`src/rtl/prefetch_issue_queue_if.sv`:
```
// Prefetch request / MSHR issue handshake bundle for prefetch_issue_queue.
// slave = the queue, master = prefetcher plus MSHR arbiter side.
interface prefetch_issue_queue_if;
  logic        io_pf_valid;
  logic        io_pf_ready;
  logic [39:0] io_pf_bits_addr;
  logic [4:0]  io_pf_bits_uop_mem_cmd;
  logic        io_demand_busy;
  logic        io_flush;
  logic        io_mshr_req_valid;
  logic        io_mshr_req_ready;
  logic [39:0] io_mshr_req_bits_addr;
  logic [4:0]  io_mshr_req_bits_cmd;
  logic [15:0] io_drop_count;

  modport slave (
    input  io_pf_valid, io_pf_bits_addr, io_pf_bits_uop_mem_cmd,
    input  io_demand_busy, io_flush, io_mshr_req_ready,
    output io_pf_ready, io_mshr_req_valid, io_mshr_req_bits_addr,
    output io_mshr_req_bits_cmd, io_drop_count
  );

  modport master (
    output io_pf_valid, io_pf_bits_addr, io_pf_bits_uop_mem_cmd,
    output io_demand_busy, io_flush, io_mshr_req_ready,
    input  io_pf_ready, io_mshr_req_valid, io_mshr_req_bits_addr,
    input  io_mshr_req_bits_cmd, io_drop_count
  );
endinterface

```
`src/rtl/prefetch_issue_queue.sv`:
```
// Next-line prefetch issue queue: dedups block requests against queued and
// recently issued blocks, buffers them, and issues to the MSHRs behind demand.
module prefetch_issue_queue #(
  parameter int unsigned ENTRIES        = 4,
  parameter int unsigned FILTER_ENTRIES = 8
) (
  input logic clock,
  input logic reset,
  prefetch_issue_queue_if.slave io
);
  localparam int unsigned PW = $clog2(ENTRIES);
  localparam int unsigned FW = $clog2(FILTER_ENTRIES);
  localparam logic [PW:0]  FULL_CNT = (PW+1)'(ENTRIES);
  localparam logic [PW:0]  CNT_ONE  = (PW+1)'(1);
  localparam logic [PW-1:0] PTR_ONE = PW'(1);
  localparam logic [FW-1:0] FPTR_ONE = FW'(1);

  logic [33:0]   blk_q [ENTRIES];
  logic [33:0]   blk_d [ENTRIES];
  logic [4:0]    cmd_q [ENTRIES];
  logic [4:0]    cmd_d [ENTRIES];
  logic [PW-1:0] head_q, head_d, tail_q, tail_d;
  logic [PW:0]   count_q, count_d;

  logic [FILTER_ENTRIES-1:0] flt_valid_q, flt_valid_d;
  logic [33:0]   flt_blk_q [FILTER_ENTRIES];
  logic [33:0]   flt_blk_d [FILTER_ENTRIES];
  logic [FW-1:0] flt_ptr_q, flt_ptr_d;
  logic [15:0]   drop_cnt_q, drop_cnt_d;

  logic          full, empty;
  logic [33:0]   pf_blk;
  logic          cmd_ok, fifo_hit, flt_hit;
  logic          accept, drop, enq, issue;
  logic [PW-1:0] off;
  logic          unused_addr_lsbs;

  assign unused_addr_lsbs = ^io.io_pf_bits_addr[5:0];

  assign full   = (count_q == FULL_CNT);
  assign empty  = (count_q == '0);
  assign pf_blk = io.io_pf_bits_addr[39:6];
  assign cmd_ok = (io.io_pf_bits_uop_mem_cmd[4:1] == 4'h1);

  assign io.io_pf_ready           = ~full & ~io.io_flush;
  assign io.io_mshr_req_valid     = ~empty & ~io.io_demand_busy & ~io.io_flush;
  assign io.io_mshr_req_bits_addr = {blk_q[head_q], 6'h0};
  assign io.io_mshr_req_bits_cmd  = cmd_q[head_q];
  assign io.io_drop_count         = drop_cnt_q;

  assign accept = io.io_pf_valid & io.io_pf_ready;
  assign issue  = io.io_mshr_req_valid & io.io_mshr_req_ready;
  assign drop   = ~cmd_ok | fifo_hit | flt_hit;
  assign enq    = accept & ~drop;

  // Compare against every live FIFO slot (head included, even if it pops this
  // cycle) and every valid filter slot, both taken from current state.
  always_comb begin
    fifo_hit = 1'b0;
    flt_hit  = 1'b0;
    off      = '0;
    for (int unsigned i = 0; i < ENTRIES; i++) begin
      off = PW'(i) - head_q;
      if (({1'b0, off} < count_q) && (blk_q[i] == pf_blk)) fifo_hit = 1'b1;
    end
    for (int unsigned i = 0; i < FILTER_ENTRIES; i++) begin
      if (flt_valid_q[i] && (flt_blk_q[i] == pf_blk)) flt_hit = 1'b1;
    end
  end

  always_comb begin
    blk_d       = blk_q;
    cmd_d       = cmd_q;
    head_d      = head_q;
    tail_d      = tail_q;
    count_d     = count_q;
    flt_valid_d = flt_valid_q;
    flt_blk_d   = flt_blk_q;
    flt_ptr_d   = flt_ptr_q;
    drop_cnt_d  = drop_cnt_q;

    if (accept && drop && (drop_cnt_q != '1)) drop_cnt_d = drop_cnt_q + 16'd1;

    if (io.io_flush) begin
      head_d      = '0;
      tail_d      = '0;
      count_d     = '0;
      flt_valid_d = '0;
      flt_ptr_d   = '0;
    end else begin
      if (enq) begin
        blk_d[tail_q] = pf_blk;
        cmd_d[tail_q] = io.io_pf_bits_uop_mem_cmd;
        tail_d        = tail_q + PTR_ONE;
      end
      if (issue) begin
        head_d                 = head_q + PTR_ONE;
        flt_blk_d[flt_ptr_q]   = blk_q[head_q];
        flt_valid_d[flt_ptr_q] = 1'b1;
        flt_ptr_d              = flt_ptr_q + FPTR_ONE;
      end
      case ({enq, issue})
        2'b10:   count_d = count_q + CNT_ONE;
        2'b01:   count_d = count_q - CNT_ONE;
        default: count_d = count_q;
      endcase
    end
  end

  always_ff @(posedge clock or posedge reset) begin
    if (reset) begin
      for (int unsigned i = 0; i < ENTRIES; i++) begin
        blk_q[i] <= '0;
        cmd_q[i] <= '0;
      end
      for (int unsigned i = 0; i < FILTER_ENTRIES; i++) flt_blk_q[i] <= '0;
      head_q      <= '0;
      tail_q      <= '0;
      count_q     <= '0;
      flt_valid_q <= '0;
      flt_ptr_q   <= '0;
      drop_cnt_q  <= '0;
    end else begin
      blk_q       <= blk_d;
      cmd_q       <= cmd_d;
      head_q      <= head_d;
      tail_q      <= tail_d;
      count_q     <= count_d;
      flt_valid_q <= flt_valid_d;
      flt_blk_q   <= flt_blk_d;
      flt_ptr_q   <= flt_ptr_d;
      drop_cnt_q  <= drop_cnt_d;
    end
  end
endmodule

```
`src/flat_wrapper.sv`:
```
// flat-port wrapper written by rule: the top's interface ports become plain ports
module prefetch_issue_queue_flat 
#(
  parameter int unsigned ENTRIES        = 4,
  parameter int unsigned FILTER_ENTRIES = 8
)
  (clock, reset, io_io_pf_valid, io_io_pf_bits_addr, io_io_pf_bits_uop_mem_cmd, io_io_demand_busy, io_io_flush, io_io_mshr_req_ready, io_io_pf_ready, io_io_mshr_req_valid, io_io_mshr_req_bits_addr, io_io_mshr_req_bits_cmd, io_io_drop_count);
  prefetch_issue_queue_if io_i ();
  input logic clock;
  input logic reset;
  input wire logic [$bits(io_i.io_pf_valid)-1:0] io_io_pf_valid;
  input wire logic [$bits(io_i.io_pf_bits_addr)-1:0] io_io_pf_bits_addr;
  input wire logic [$bits(io_i.io_pf_bits_uop_mem_cmd)-1:0] io_io_pf_bits_uop_mem_cmd;
  input wire logic [$bits(io_i.io_demand_busy)-1:0] io_io_demand_busy;
  input wire logic [$bits(io_i.io_flush)-1:0] io_io_flush;
  input wire logic [$bits(io_i.io_mshr_req_ready)-1:0] io_io_mshr_req_ready;
  output wire logic [$bits(io_i.io_pf_ready)-1:0] io_io_pf_ready;
  output wire logic [$bits(io_i.io_mshr_req_valid)-1:0] io_io_mshr_req_valid;
  output wire logic [$bits(io_i.io_mshr_req_bits_addr)-1:0] io_io_mshr_req_bits_addr;
  output wire logic [$bits(io_i.io_mshr_req_bits_cmd)-1:0] io_io_mshr_req_bits_cmd;
  output wire logic [$bits(io_i.io_drop_count)-1:0] io_io_drop_count;
  assign io_i.io_pf_valid = io_io_pf_valid;
  assign io_i.io_pf_bits_addr = io_io_pf_bits_addr;
  assign io_i.io_pf_bits_uop_mem_cmd = io_io_pf_bits_uop_mem_cmd;
  assign io_i.io_demand_busy = io_io_demand_busy;
  assign io_i.io_flush = io_io_flush;
  assign io_i.io_mshr_req_ready = io_io_mshr_req_ready;
  assign io_io_pf_ready = io_i.io_pf_ready;
  assign io_io_mshr_req_valid = io_i.io_mshr_req_valid;
  assign io_io_mshr_req_bits_addr = io_i.io_mshr_req_bits_addr;
  assign io_io_mshr_req_bits_cmd = io_i.io_mshr_req_bits_cmd;
  assign io_io_drop_count = io_i.io_drop_count;
  prefetch_issue_queue #(.ENTRIES(ENTRIES), .FILTER_ENTRIES(FILTER_ENTRIES)) u_core (.clock(clock), .reset(reset), .io(io_i));
endmodule
```
`config.mk`:
```
export PLATFORM = sky130hd
export DESIGN_NAME = prefetch_issue_queue_flat
export DESIGN_NICKNAME = d
export VERILOG_FILES = /design/src/rtl/prefetch_issue_queue_if.sv /design/src/rtl/prefetch_issue_queue.sv /design/src/flat_wrapper.sv
export SDC_FILE = /design/constraint.sdc
export NUM_CORES = 1
export LEC_CHECK = 0
export BUFFER_PORTS_ARGS = -buffer_cell sky130_fd_sc_hd__clkbuf_2
export CAP_MARGIN = 40
export CORE_AREA = 3 3 167 331
export CTS_CLUSTER_SIZE = 25
export DETAILED_ROUTE_END_ITERATION = 16
export DIE_AREA = 0 0 170 334
export GPL_ROUTABILITY_DRIVEN = 1
export GPL_TIMING_DRIVEN = 1
export PLACE_DENSITY_LB_ADDON = 0.2
export SLEW_MARGIN = 20
export SYNTH_ARGS = -nofsm -noshare
export SYNTH_HDL_FRONTEND = slang
export SYNTH_SLANG_ARGS = --single-unit
```
`constraint.sdc`:
```
create_clock -name clock -period 21.3 [get_ports clock]
set_clock_uncertainty 0.2 [all_clocks]
set_input_delay 3.195 -clock clock [delete_from_list [all_inputs] [get_ports clock]]
set_output_delay 3.195 -clock clock [all_outputs]
set_load 0.05 [all_outputs]
```
==> impl_results.md, run 1 <==
- Outcome: complete, no violations
- Die width: 170 um
- Yosys top cell area share: 0.487
- Compound-Gate Fraction of Synth Area: 0.00938
- GP Congestion: between 0.8 and 0.9
- Slew Viols, Final: 0
- Critical path class: input pin to output pin
- Most frequent cells in the layout: dfrtp_1 (460), mux2_2 (391), xnor2_1 (230)
- Die area: 56800 um2
- Chip height: 334 um
- Dpl cells: 2441
- I/O Pins: 114
- First-pass GRT wire length: 107000 um
- Pwr dens: 87.1 nW/um2
- Area Growth Syn to Fin: 9.13%
- Setup WS pre-CTS: 13.57 ns
- CP arrival: around 4.2 ns
- Post-route clock period utilization: 0.356
- Grt ovf: 0
- VDD IR-drop max: 0.0510 mV
- Post-route ant nets: 0
- Synth area leader: dfrtp_1
- Post-Synth Simple-Gate Area: 0.0597
- PostCTS Resize Cnt: 0
- Mux cell area share after synthesis: 0.239
- Via Count: 14500
- Avg Inst Size Synth: 13.4 um2
- Post-DP Area: 24500 um2
- Router iterations before antenna repair: 5
- DRC violation count after routing: 0
- Least-Margin Pin Slew: around 0.9 ns
- Setup WS post-layout: 13.72 ns
- Worst setup SP type: input pin
- DPL Wire Length: 50600 um
- Synth warn: 0
- Setup TNS Final: 0 ns
- Syn Inst Count: 1772
- Cts hold-fix bufs: 0
- Crit end category: output pin
- Post CTS Setup Buffer Count: 0
- Starting Density: 0.448
- CTS H-tree depth: 2
- CP Max Fanout: 13
- Final WL: 73400 um
- Async set-reset flop share out of synthesis: 1.00
- Setup-failing EPs final: 0
- Fin nets: approximately 1900
- Fmax: 132 MHz
- Synthesized area: 23700 um2
- Ys flop type: dfrtp_1
- Core area: 53000 um2
- Req. time, crit path: 17.91 ns
- Layout fillers: 4737
- Fin crit period: 7.58 ns
- N_diodes: 0
- Clock edge transition at the registers on the reported setup and hold paths: 0.06 ns
- Clock root buffer: clkbuf_16
- Share of cells above drive strength 1: 0.362
- Register bit total from synthesis: 462
- Final Hold Vio Count: 0
- XOR/XNOR share of the synthesized area: 0.154
- Top post-synthesis cells by area: dfrtp_1 (49%), mux2_2 (19%), xnor2_1 (8.5%)
- CTS tree: built
- Max cap viols: 0
- EDFF count, synth: 0
- Sequential cell area fraction in the yosys report: 0.487
- Buffer depth of the longest clock path: 3
- Final Instance Count excl. Fillers: 2521
- Row count: 119
- Hold Path Class: register to register
- Fin area: 25900 um2
- Drt initial violations: ~900
- Via density: roughly 5.7
- Initial antenna violation count: 0
- IO buf count: 101
- Number of CTS-inserted buffers: 43
- Vias in the first global route: 15500
- Adder-Cell Fraction of Synth Area: 0.00611
- CTS sink cnt: 462
- Post-synthesis cell type count: 51
- Largest net degree at the start of global routing: 106
- GRT Total Usage: 0.260
- RSZ-0062 raised after global routing: no
- Largest family of logic cells by synthesized area: multiplexers
- Clock Latency Late Sink: 0.59 ns
- Slew headroom: 0.404
- Leak: 12.2 nW
- Wirelength per Cell: 29.1 um
- Commonest non-fill, non-tap cell in the layout: dfrtp_1
-- metal layers --
metal | GRT usage | up-vias | wire, um
li1 | - | 6251 | -
met1 | 0.292 | 7749 | 27000
met2 | 0.469 | 344 | 38900
met3 | 0.0254 | 143 | 2150
met4 | 0.160 | 0 | 5360
met5 | 0 | - | 0
-- where the power goes --
part / switching (mW) / internal (mW) / leakage [nW]
Combinational: 0.322 / 0.151 / 5.18
Sequential: 0.0522 / 0.942 / 6.36
Clock: 0.352 / 0.436 / 0.679
-- sequential cells by signal (all words and copies together), names as in the netlist --
name / flops
u_core.flt_blk_q: 272
u_core.blk_q: 136
u_core.cmd_q: 20
u_core.io.io_drop_count: 16
u_core.flt_valid_q: 8
u_core.count_q: 3
u_core.flt_ptr_q: 3
u_core.head_q: 2
u_core.tail_q: 2
-- worst paths after layout --
kind	start	depth (start not counted)	slack, ns	to
worst max-delay path	io_io_flush	3	13.72	io_io_mshr_req_valid
worst min-delay path	u_core.cmd_q[16]$_DFFE_PP0P_	1	0.27	u_core.cmd_q[16]$_DFFE_PP0P_
worst max register to register	u_core.head_q[1]$_DFFE_PP0P_	14	16.83	u_core.count_q[2]$_DFFE_PP0P_
worst min register to register	u_core.cmd_q[16]$_DFFE_PP0P_	1	0.27	u_core.cmd_q[16]$_DFFE_PP0P_
max in group asynchronous	reset	9	15.19	u_core.flt_blk_q[51]$_DFFE_PP0P_
min in group asynchronous	reset	2	2.55	u_core.count_q[1]$_DFFE_PP0P_
-- synthesized netlist by cell type, types with 2 or more instances --
cell type / number
a21o_1: 6
and3_1: 3
o22ai_1: 3
xor2_1: 188
nand4_1: 62
or4_1: 2
inv_1: 20
clkbuf_1: 23
nor2_1: 20
nor3_1: 20
a21oi_1: 7
o21ai_0: 5
buf_2: 21
nor4_1: 55
o2111ai_1: 3
ha_1: 10
nand3_1: 20
nand2b_1: 7
buf_1: 3
buf_4: 48
mux2i_1: 4
mux4_2: 39
mux2_4: 24
buf_6: 33
dfrtp_1: 462
nor3_2: 4
nand2_1: 21
nand2_4: 4
and2_1: 14
xnor2_1: 230
mux2_2: 391
-- worst max-delay path, stage by stage --
cell      delay (ns)
clkbuf_2        0.25
nor3_1          0.39
clkbuf_2        0.35
-- cells by family after synthesis --
logic type | Yosys count
mux | 458
other cells | 1
xor+xnor | 418
compound gates | 32
flops | 462
simple gates | 239
fa+ha+maj | 11
buf+inv | 151
-- stage by stage --
stage / hold slack (ns) / power [mW] / utilization
6_report: 0.269 / 2.26 / 0.489
3_3_place_gp: 0.244 / 1.47 / 0.459
4_1_cts: 0.268 / 2.27 / 0.488
2_1_floorplan: 0.229 / 1.32 / -
5_1_grt: 0.287 / 2.33 / 0.489
3_5_place_dp: 0.250 / 1.48 / 0.462
-- cell type report --
cell class	count	area [um2]	share of cell area
tap	665	832	0.0321
clock buffer	63	1220	0.0471
timing repair buffer	131	841	0.0325
clock inverter	15	166	0.00642
sequential	462	11600	0.446
inverter	21	86.3	0.00333
multi-input combinational	1164	11200	0.432
No activity file was read; power rests on OpenSTA's default activity.
==> inputs of run 2 (changes only) <==
Clock period 21.3 ns to 6.7 ns, I/O delays scaled along.
==> run 2 against run 1 <==
Global-route usage rose by 0.41 points. Die area did not move. Clock-buffer cell count rose by 4. Utilization rose by 0.13 points. Setup slack got worse by 12 ns. Clock power rose to 3.3 times the previous value. Worst hold slack got worse by 0.016 ns. Combinational power rose to 3.2 times the previous value. Sequential power rose to 3.2 times the previous value. Non-clock buffer count rose by 3. Cell count rose by 0.16%. Highest routed layer unchanged.
==> impl_results.md, run 2 (same netlist as run 1, synthesis figures left out) <==
- Setup TNS Final: 0 ns
- Worst reg2reg setup slack: 2.56 ns
- Most frequent cells in the layout: dfrtp_1 (460), mux2_2 (391), xnor2_1 (230)
- Leak: around 12 nW
- Commonest non-fill, non-tap cell in the layout: dfrtp_1
- VDD IR-drop max: around 0.16 mV
- FF-to-FF Start: u_core.head_q[0]$_DFFE_PP0P_
- GRT Total Usage: 0.264
- Highest-delay cell along the critical path: nor4_1
- DRC violation count after routing: 0
- Top Registers: u_core.flt_blk_q: 272 flops, u_core.blk_q: 136 flops, u_core.cmd_q: 20 flops
- Largest net degree at the start of global routing: 185
- Via density: 5.82
- Setup-failing EPs final: 0
- Clock edge transition at the registers on the reported setup and hold paths: approximately 0.07 ns
- Wirelength per Cell: 29.6 um
- Req. time, crit path: 6.95 ns
- Area Growth Syn to Fin: 9.42%
- CP Max Fanout: 39
- Post-DP Area: 24500 um2
- Vias in the first global route: 15800
- Post-route ant nets: 0
- Crit-path cells: clkbuf_2 -> xor2_1 -> nor4_1 -> nand4_1 -> nor4_1 -> a21oi_1 -> nand3_2 -> nor2_8 -> nand2_4 -> mux2_2
- IO buf count: 101
- Row count: between 100 and 150
- CP top delay family: simple AND/OR/NAND/NOR gates
- Starting Density: 0.448
- Router iterations before antenna repair: 5
- I/O Pins: 114
- Clock Latency Late Sink: 0.58 ns
- Most Frequent Cell on Critical Path: nor4_1
- Share of cells above drive strength 1: 0.367
- Least-Margin Pin Slew: 0.860 ns
- First-pass GRT wire length: 108000 um
- CP Buf/Inv Count: 1
- WP depth: 10
- CP arrival: 4.78 ns
- Buffer depth of the longest clock path: 3
- Die area: 56800 um2
- Layout fillers: 4715
- Max cap viols: 0
- Post-route clock period utilization: 0.677
- CTS tree: built
- DPL Wire Length: ~51000 um
- Worst R2R End: u_core.count_q[2]$_DFFE_PP0P_
- Post CTS Setup Buffer Count: 0
- Largest register by flop count: u_core.flt_blk_q
- CTS sink cnt: 462
- Core area: 53000 um2
- Crit-path max cell delay: 0.67 ns
- Grt ovf: 0
- Fin nets: approximately 1900
- Fin crit period: 4.54 ns
- Chip height: about 330 um
- Pwr dens: 280 nW/um2
- Clock root buffer: clkbuf_16
- Worst setup SP type: input pin
- Number of CTS-inserted buffers: 45
- Hold Path Class: input pin to asynchronous set/reset pin
- Initial antenna violation count: 2
- Crit end category: register
- Worst Setup EP: u_core.blk_q[29]$_DFFE_PP0P_
- Slew headroom: 0.422
- Reg2reg path depth: 13
- Cts hold-fix bufs: 0
- PostCTS Resize Cnt: 0
- Drt initial violations: 980
- Final WL: between 70000 and 80000 um
- Fmax: 220 MHz
- CP Launch Point: io_io_pf_bits_addr[7]
- RSZ-0062 raised after global routing: no
- GP Congestion: ~0.90
- Critical path class: input pin to register
- Die width: 170 um
- Max reg flops: 272
- Fin area: 26000 um2
- CTS H-tree depth: 2
- Slew Viols, Final: 0
- N_diodes: 0
- Via Count: 14700
- Final Hold Vio Count: 0
- Outcome: complete, no violations
[run 2: cell types whose count changed in the layout (fill, tap and decap cells not counted), sizes merged]
cell,before,now
clkbuf,164,168
buf,27,32
bufinv,3,1
clkdlybuf4s18,1,0
inv,23,21
clkinvlp,2,3
clkdlybuf4s15,2,1
[run 2: worst min-delay path by stage]
stage                                        to  slack [ns]  cells past startpoint
2_1_floorplan       u_core.cmd_q[6]$_DFFE_PP0P_        0.23                      1
3_3_place_gp        u_core.cmd_q[6]$_DFFE_PP0P_        0.24                      1
3_5_place_dp       u_core.cmd_q[16]$_DFFE_PP0P_        0.25                      1
4_1_cts        u_core.flt_blk_q[60]$_DFFE_PP0P_        0.24                      2
5_1_grt        u_core.flt_blk_q[60]$_DFFE_PP0P_        0.28                      2
6_report       u_core.flt_blk_q[60]$_DFFE_PP0P_        0.25                      2
[run 2: report_power, final]
part / switching [mW] / internal [mW] / leakage [nW] / total, mW
sequential: 0.171 / 3.00 / 6.36 / 3.17
combinational: 1.02 / 0.479 / 5.18 / 1.50
clock: 1.13 / 1.47 / 0.738 / 2.60
[run 2: final cells by class]
| type | instances | area, um2 | area share |
|---|---|---|---|
| Inverter | 21 | 82.6 | 0.00318 |
| Timing Repair Buffer | 134 | 812 | 0.0313 |
| Multi-Input combinational cell | 1164 | 11200 | 0.431 |
| Sequential cell | 462 | 11600 | 0.445 |
| Tap cell | 665 | 832 | 0.0320 |
| Clock buffer | 67 | 1390 | 0.0536 |
| Clock inverter | 12 | 97.6 | 0.00376 |
[run 2: metal layers]
layer	GRT usage	vias to the layer above	routed length (um)
li1	-	6268	-
met1	0.291	7829	26900
met2	0.459	404	37900
met3	0.0315	198	2590
met4	0.203	0	7270
met5	0	-	0
[run 2: metrics by stage]
step	std cells	hold slack (ns)	power, mW	utilization	worst slack (ns)
after floorplan	1777	0.229	4.19	-	-0.758
after global placement	2438	0.244	4.69	0.460	1.37
after detailed placement	2445	0.248	4.72	0.462	1.60
after CTS	2524	0.242	7.32	0.490	2.18
after global routing	2525	0.276	7.51	0.490	2.17
final	2525	0.253	7.27	0.490	2.16
==> inputs of run 3 (changes only) <==
Clock period 6.7 ns to 4.1 ns, I/O delays scaled along.
==> run 3 against run 2 <==
Setup slack got worse by 1.8 ns. Critical path depth shrank 7. Die area is the same. Largest cell class unchanged. Combinational power rose by 73%. Via count grew 2.2%. Clock power increased by 65%. Critical endpoint is now io_io_mshr_req_bits_addr[7]. Worst hold slack worse by 0.11 ns. Clock-buffer cell count decreased by 3.
==> impl_results.md, run 3 (same netlist as run 1, synthesis figures left out) <==
- Setup TNS Final: 0 ns
- Fin area: roughly 27000 um2
- Share of cells above drive strength 1: 0.405
- GP Congestion: around 0.94
- Slew headroom: 0.443
- Clock Latency Late Sink: 0.58 ns
- Leak: 13.0 nW
- GRT Total Usage: 0.272
- Area Growth Syn to Fin: 14.6%
- Clock edge transition at the registers on the reported setup and hold paths: 0.07 ns
- DPL Wire Length: approximately 56000 um
- Top Registers: u_core.flt_blk_q: 272 flops, u_core.blk_q: 136 flops, u_core.cmd_q: 20 flops
- CTS H-tree depth: 2
- Clock root buffer: clkbuf_16
- Wirelength per Cell: 28.9 um
- Layout fillers: 4605
- Crit end category: output pin
- CTS tree: built
- Outcome: complete, no violations
- Pwr dens: 442 nW/um2
- DRC violation count after routing: 0
- Final Hold Vio Count: 0
- Worst setup SP type: register
- Fmax: between 200 and 300 MHz
- Largest register by flop count: u_core.flt_blk_q
- Least-Margin Pin Slew: 0.828 ns
- Hold Path Class: input pin to register
- IO buf count: between 100 and 150
- Req. time, crit path: 3.28 ns
- Max reg flops: 272
- Max cap viols: 0
- Fin crit period: 3.73 ns
- Post-DP Area: 25700 um2
- Via Count: 15000
- RSZ-0062 raised after global routing: no
- Post CTS Setup Buffer Count: 0
- Via density: 5.66
- Multi-input gate area: 11200 um2
- First-pass GRT wire length: 112000 um
- CP Max Fanout: 35
- Fin nets: 2017
- Chip height: 334 um
- Die area: 56800 um2
- Number of CTS-inserted buffers: 44
- Slew Viols, Final: 0
- CP arrival: 2.91 ns
- Router iterations before antenna repair: 5
- Most frequent cells in the layout: dfrtp_1 (460), mux2_2 (391), xnor2_1 (230)
- Buffer depth of the longest clock path: 3
- Commonest non-fill, non-tap cell in the layout: dfrtp_1
- VDD IR-drop max: ~0.31 mV
- Largest net degree at the start of global routing: 123
- Core area: 53000 um2
- Setup-failing EPs final: 0
- Post-route ant nets: 0
- I/O Pins: 114
- Final WL: 76700 um
- PostCTS Resize Cnt: 0
- CTS sink cnt: 462
- N_diodes: 0
- Row count: 119
- Critical path class: register to output pin
- Initial antenna violation count: 0
- Die width: about 170 um
- Drt initial violations: between 800 and 900
- Grt ovf: 0
- Vias in the first global route: 16300
- FF/Latch Area: 11600 um2
- Post-route clock period utilization: 0.910
- Starting Density: 0.448
## run 3: cell count changes in the layout (fill, tap and decap cells not counted), moves of 3 or more
cell       change
clkbuf_8       -4
buf_4        +108
buf_12        +25
bufinv_16      +3
buf_2          -4
clkbuf_1       +3
## run 3: worst paths after layout
| check | from | endpoint | slack (ns) | cells after the start |
|---|---|---|---|---|
| max | u_core.head_q[1]$_DFFE_PP0P_ | io_io_mshr_req_bits_addr[7] | 0.37 | 3 |
| min reg2reg | u_core.cmd_q[16]$_DFFE_PP0P_ | u_core.cmd_q[16]$_DFFE_PP0P_ | 0.26 | 1 |
| max in group asynchronous | reset | u_core.blk_q[134]$_DFFE_PP0P_ | 2.08 | 4 |
| max reg2reg | u_core.head_q[1]$_DFFE_PP0P_ | u_core.count_q[2]$_DFFE_PP0P_ | 0.43 | 13 |
| min | io_io_pf_bits_uop_mem_cmd[0] | u_core.cmd_q[15]$_DFFE_PP0P_ | 0.14 | 2 |
| min in group asynchronous | reset | u_core.flt_blk_q[124]$_DFFE_PP0P_ | 0.50 | 3 |
## run 3: worst max-delay path, stage by stage (launching register included)
cell      delay, ns
dfrtp_2        0.50
buf_4          0.61
mux4_2         0.87
clkbuf_2       0.34
## run 3: cell type report
type,instances,share of cell area
Sequential cell,462,0.425
Multi-Input combinational cell,1164,0.412
Timing Repair Buffer,262,0.0756
Clock buffer,64,0.0477
Tap cell,665,0.0306
Clock inverter,14,0.00671
Inverter,21,0.00303
## run 3: report_power, final
part           internal (mW)  total [mW]  switching (mW)
Sequential              4.89        5.17           0.275
Clock                   2.45        4.28            1.83
Combinational          0.881        2.59            1.71
Total                   8.23        12.0            3.81
## run 3: stage by stage
step	hold WS [ns]	total power, mW	setup WS, ns	std cells	utilization
after CTS	0.120	12.1	0.289	2652	0.513
final	0.140	12.0	0.370	2652	0.513
after global placement	0.244	7.79	0.0151	2571	0.485
after global routing	0.135	12.5	0.252	2652	0.513
after floorplan	0.229	6.84	-2.97	1777	-
after detailed placement	0.250	7.84	0.0269	2573	0.485
## run 3: what timing repair did
action,4_1_cts,5_1_grt
endpoints found under the hold margin,15,0
hold buffers,1,0
setup endpoints to repair,0,0
## run 3: layer usage
metal | track usage | wire, um | vias up
li1 | - | - | 6531
met1 | 0.290 | 26600 | 7921
met2 | 0.481 | 39900 | 392
met3 | 0.0283 | 2460 | 179
met4 | 0.219 | 7750 | 0
met5 | 0 | 0 | -
